## src/rtl/sram_like_bridge.sv

```systemverilog
// Bridges the core's split req/addr_ok/data_ok handshake onto a plain SRAM port with
// one-cycle read latency; up to DEPTH in-order transactions, responses droppable by flush.
module sram_like_bridge #(
    parameter int ADDR_W  = 32,
    parameter int DATA_W  = 32,
    parameter int DEPTH   = 4,
    parameter int LATENCY = 1
) (
    input  logic                clk,
    input  logic                resetn,
    input  logic                req,
    input  logic                wr,
    input  logic [DATA_W/8-1:0] wstrb,
    input  logic [ADDR_W-1:0]   addr,
    input  logic [DATA_W-1:0]   wdata,
    input  logic                flush,
    output logic                addr_ok,
    output logic                data_ok,
    output logic [DATA_W-1:0]   rdata,
    output logic                sram_en,
    output logic [DATA_W/8-1:0] sram_we,
    output logic [ADDR_W-1:0]   sram_addr,
    output logic [DATA_W-1:0]   sram_wdata,
    input  logic [DATA_W-1:0]   sram_rdata
);

    localparam int PW = (DEPTH > 1) ? $clog2(DEPTH) : 1;
    localparam int CW = $clog2(LATENCY + 1);
    localparam int NW = $clog2(DEPTH + 1);

    logic [DEPTH-1:0]  ent_vld;
    logic [DEPTH-1:0]  ent_wr;
    logic [DEPTH-1:0]  ent_dis;
    logic [DEPTH-1:0]  ent_cap;
    logic [CW-1:0]     ent_cnt  [DEPTH];
    logic [DATA_W-1:0] ent_data [DEPTH];

    logic [PW-1:0]     head;
    logic [PW-1:0]     tail;
    logic [NW-1:0]     count;

    logic              cap_vld_p1;
    logic [PW-1:0]     cap_idx_p1;

    logic              accept;
    logic              head_cap;
    logic              retire;
    logic [DATA_W-1:0] cap_data;
    logic [DATA_W-1:0] head_data;

    function automatic logic [PW-1:0] ptr_inc(input logic [PW-1:0] p);
        return (p == PW'(DEPTH - 1)) ? '0 : p + PW'(1);
    endfunction

    // Stage p0: request acceptance drives the SRAM in the same cycle
    always_comb begin
        accept     = resetn && req && !flush && (count < NW'(DEPTH));
        cap_data   = ent_wr[cap_idx_p1] ? '0 : sram_rdata;
        head_cap   = ent_cap[head] || (cap_vld_p1 && (cap_idx_p1 == head));
        retire     = ent_vld[head] && (ent_cnt[head] == '0) && head_cap;
        // An uncaptured head can only be the entry whose SRAM data is arriving right now
        head_data  = ent_cap[head] ? ent_data[head] : cap_data;
        data_ok    = retire && !ent_dis[head] && !flush;
        rdata      = data_ok ? head_data : '0;
        addr_ok    = accept;
        sram_en    = accept;
        sram_we    = (accept && wr) ? wstrb : '0;
        sram_addr  = accept ? addr : '0;
        sram_wdata = accept ? wdata : '0;
    end

    always_ff @(posedge clk or negedge resetn) begin
        if (!resetn) begin
            ent_vld    <= '0;
            ent_wr     <= '0;
            ent_dis    <= '0;
            ent_cap    <= '0;
            for (int i = 0; i < DEPTH; i++) ent_cnt[i] <= '0;
            head       <= '0;
            tail       <= '0;
            count      <= '0;
            cap_vld_p1 <= 1'b0;
            cap_idx_p1 <= '0;
        end else begin
            for (int i = 0; i < DEPTH; i++) begin
                if (ent_vld[i] && (ent_cnt[i] != '0)) ent_cnt[i] <= ent_cnt[i] - CW'(1);
                if (flush && ent_vld[i]) ent_dis[i] <= 1'b1;
            end
            if (cap_vld_p1) ent_cap[cap_idx_p1] <= 1'b1;
            if (retire) begin
                ent_vld[head] <= 1'b0;
                head          <= ptr_inc(head);
            end
            if (accept) begin
                ent_vld[tail] <= 1'b1;
                ent_wr[tail]  <= wr;
                ent_dis[tail] <= 1'b0;
                ent_cap[tail] <= 1'b0;
                ent_cnt[tail] <= CW'(LATENCY - 1);
                tail          <= ptr_inc(tail);
            end
            case ({accept, retire})
                2'b10:   count <= count + NW'(1);
                2'b01:   count <= count - NW'(1);
                default: count <= count;
            endcase
            cap_vld_p1 <= accept;
            cap_idx_p1 <= tail;
        end
    end

    // Stage p1: SRAM read data (or zero for a write) lands in the entry accepted last cycle
    always_ff @(posedge clk) begin
        if (cap_vld_p1) ent_data[cap_idx_p1] <= cap_data;
    end

endmodule

```

## config.mk

```make
export PLATFORM = sky130hd
export DESIGN_NAME = sram_like_bridge
export DESIGN_NICKNAME = d
export VERILOG_FILES = /design/src/rtl/sram_like_bridge.sv
export SDC_FILE = /design/constraint.sdc
export NUM_CORES = 1
export LEC_CHECK = 0
export ABC_AREA = 1
export BUFFER_PORTS_ARGS = -buffer_cell sky130_fd_sc_hd__buf_2
export CAP_MARGIN = 20
export CELL_PAD_IN_SITES_DETAIL_PLACEMENT = 0
export CELL_PAD_IN_SITES_GLOBAL_PLACEMENT = 1
export CORE_ASPECT_RATIO = 1.75
export CORE_MARGIN = 10
export CORE_UTILIZATION = 35
export CTS_CLUSTER_DIAMETER = 60
export DETAILED_ROUTE_END_ITERATION = 12
export PLACE_DENSITY_LB_ADDON = 0.08
export SKIP_CTS_REPAIR_TIMING = 1
export SYNTH_ARGS = -nofsm -noshare
export SYNTH_HDL_FRONTEND = slang
export SYNTH_SLANG_ARGS = --single-unit
```

## constraint.sdc

```tcl
create_clock -name clk -period 3.5 [get_ports clk]
set_input_delay 0 -clock clk [delete_from_list [all_inputs] [get_ports clk]]
set_output_delay 0 -clock clk [all_outputs]
set_load 0.1 [all_outputs]
```

==> metrics.txt <==
outcome=complete, but fails checks; failing checks=negative hold slack; Die W=133 um; CP top delay family=buffers and inverters; nets@finish=1223; clock skew=0.00633 ns; Min Hold Slack=-0.0236 ns; Async SR Flop Fraction=0.190; vias=6399; met1 Usage GRT=0.163; Synth cell types=27; CTS tree=done; xor/xnor share of the synthesized area=0.00223; die footprint=29100 um2; slowest cell on the critical path=buf_4; #FFs+latches synth=158; TritonRoute pass-1 iters=4; largest net degree at the start of global routing=65; met2 Use GR=0.281; initial core utilization=0.355; Mapped Nets=1021; nature of the critical path startpoint=flip-flop; Rows=72; crit-path max FO=33; # setup viols final=0; DR WL/cell=15.9 um; Port Buffers=207; f_max=347 MHz; CP endpoint kind=primary output; H-tree levels=4; Post-Synth Adder-Cell Area=0.0169; vias in the first global route=6443; Root Buffer=clkbuf_16; gr busiest metal=met2; Diodes inserted=0; Slew Viols, Final=0; DR iter-0 viols=270; commonest non-fill, non-tap cells in the layout=nand2_1 (309), buf_2 (174), inv_1 (128), edfxtp_1 (128), nand3_1 (108); GR Util All Layers=0.153; maximum vdd drop=0.433 mV; max_cap viols=0; Clock Sinks=158; Avg Cell Area, Syn=8.68 um2; most common cell after layout, fill and taps aside=nand2_1; vias per cell=4.52; period utilization=0.824; mapped cell area=7860 um2; Synth Instances=906; GR Util met3=0.0436; worst-margin pin slew=0.746 ns; worst path cell trace=buf_4 > inv_2 > nand3_1 > nand2_2 > buf_4 > inv_2 > nand2_1 > nand2_1 > nor2_1 > buf_12; DP Wirelength=15100 um; Area Growth Syn to Fin=31.2%; first-pass GRT wire length=35200 um; post-synthesis compound-gate area fraction=0.0108; total power=8.15 mW; RSZ-0062 raised after global routing=false; post-synthesis mux area share=0.00143; Slew HR=0.503; largest family of logic cells by synthesized area=simple AND/OR/NAND/NOR gates; die height=218 um; Req. time, crit path=3.50 ns; core area=22200 um2; sequential area share after synthesis=0.584; crit path buf inv count=5; DRC violations left=0; number of flops mapped to enable cells by yosys=128; Worst Path Arrival=2.88 ns; slowest cell delay on critical path=0.42 ns; antenna-violating nets left=0; Worst Hold Class=input pin to flip-flop; simple-gate share of the synthesized area=0.288; Fin. Hold Viols=51; total CTS buffers=17; share of post-route cells with drive strength above 1=0.257; initial antenna violation count=0; Final Util=0.465; P per Cell Area=790 nW/um2; wire length after detailed routing=22600 um; # IOs=208; Synthesis Warnings=0; Setup TNS Final=0 ns; Max Buffers Root-to-Sink=2; ys flop type=edfxtp_1; WS Path Type=flip-flop to primary output; Worst-path clk slew=0.06 ns; P_leak=5.14 nW; total gr overflow=0; Clock Latency Late Sink=0.42 ns; Tmin final=2.88 ns; routability cong.=0.834
routing by layer:
layer,vias to the layer above,share of wire
li1,3235,-
met1,2894,0.39
met5,-,0
met4,0,0.018
met3,25,0.072
met2,245,0.52
synthesized netlist by cell type, drive strengths merged, types with 6 or more instances:
cell	count	area [um2]
inv	132	495
ha	9	113
nor2	108	458
nand2	313	1180
dfrtp	30	751
nor3	6	30.0
o21ai	14	70.1
nand3	109	558
edfxtp	128	3840
buf	42	255
layout make-up:
type,instances,area (um2)
multi-input combinational,571,2530
fill,2163,11800
sequential,158,4600
inverter,132,495
clock inverter,14,189
clock buffer,18,429
timing repair buffer,228,1700
tap,296,370
stage by stage:
step                      area [um2]  setup WS, ns  std cells  hold WS, ns
final                          10300         0.617       1417      -0.0236
after global routing           10300         0.359       1417      0.00240
after CTS                      10300         0.556       1411       -0.414
after detailed placement        9640          1.02       1379       0.0398
after global placement          9640          1.00       1379       0.0435
after floorplan                 7860         0.265        906       -0.296
path summary, 6_finish.rpt:
check                      depth (start not counted)           startpoint  slack [ns]                         to
min reg2reg                                        0  tail[1]$_DFFE_PN0N_        0.44    cap_idx_p1[1]$_DFF_PN0_
min                                                3       sram_rdata[26]       -0.02  ent_data[0][26]$_DFFE_PP_
max reg2reg                                       14  head[1]$_DFFE_PN0N_        1.05       count[2]$_DFFE_PN0P_
max                                               10  head[1]$_DFFE_PN0N_        0.62                   rdata[0]
min in group asynchronous                          3               resetn        0.12       count[0]$_DFFE_PN0P_
max in group asynchronous                          3               resetn        3.07        head[0]$_DFFE_PN0N_
state kept, by name (all words and copies together) (netlist names):
register / cells
head: 2
ent_wr: 4
cap_vld_p1: 1
ent_dis: 4
ent_cnt: 4
tail: 2
count: 3
ent_data: 128
cap_idx_p1: 2
ent_cap: 4
ent_vld: 4
kinds of logic (layout without fill, tap and decap cells):
kind of cell,Yosys count,in the layout
compound gates,17,17
xor+xnor,2,2
fa+ha+maj,10,10
buf+inv,177,392
flops,158,158
mux,1,1
simple gates,541,541
worst min-delay path, stage by stage:
cell and delay [ns]:
buf_2 0.08, nand3_1 0.09, inv_1 0.11
where the power goes:
| group | switching, mW | internal, mW | total [mW] |
|---|---|---|---|
| sequential | 0.140 | 2.43 | 2.57 |
| clock | 0.734 | 1.19 | 1.93 |
| combinational | 2.66 | 0.990 | 3.65 |
| total | 3.54 | 4.61 | 8.15 |
Power figures use the tool's default switching activity.
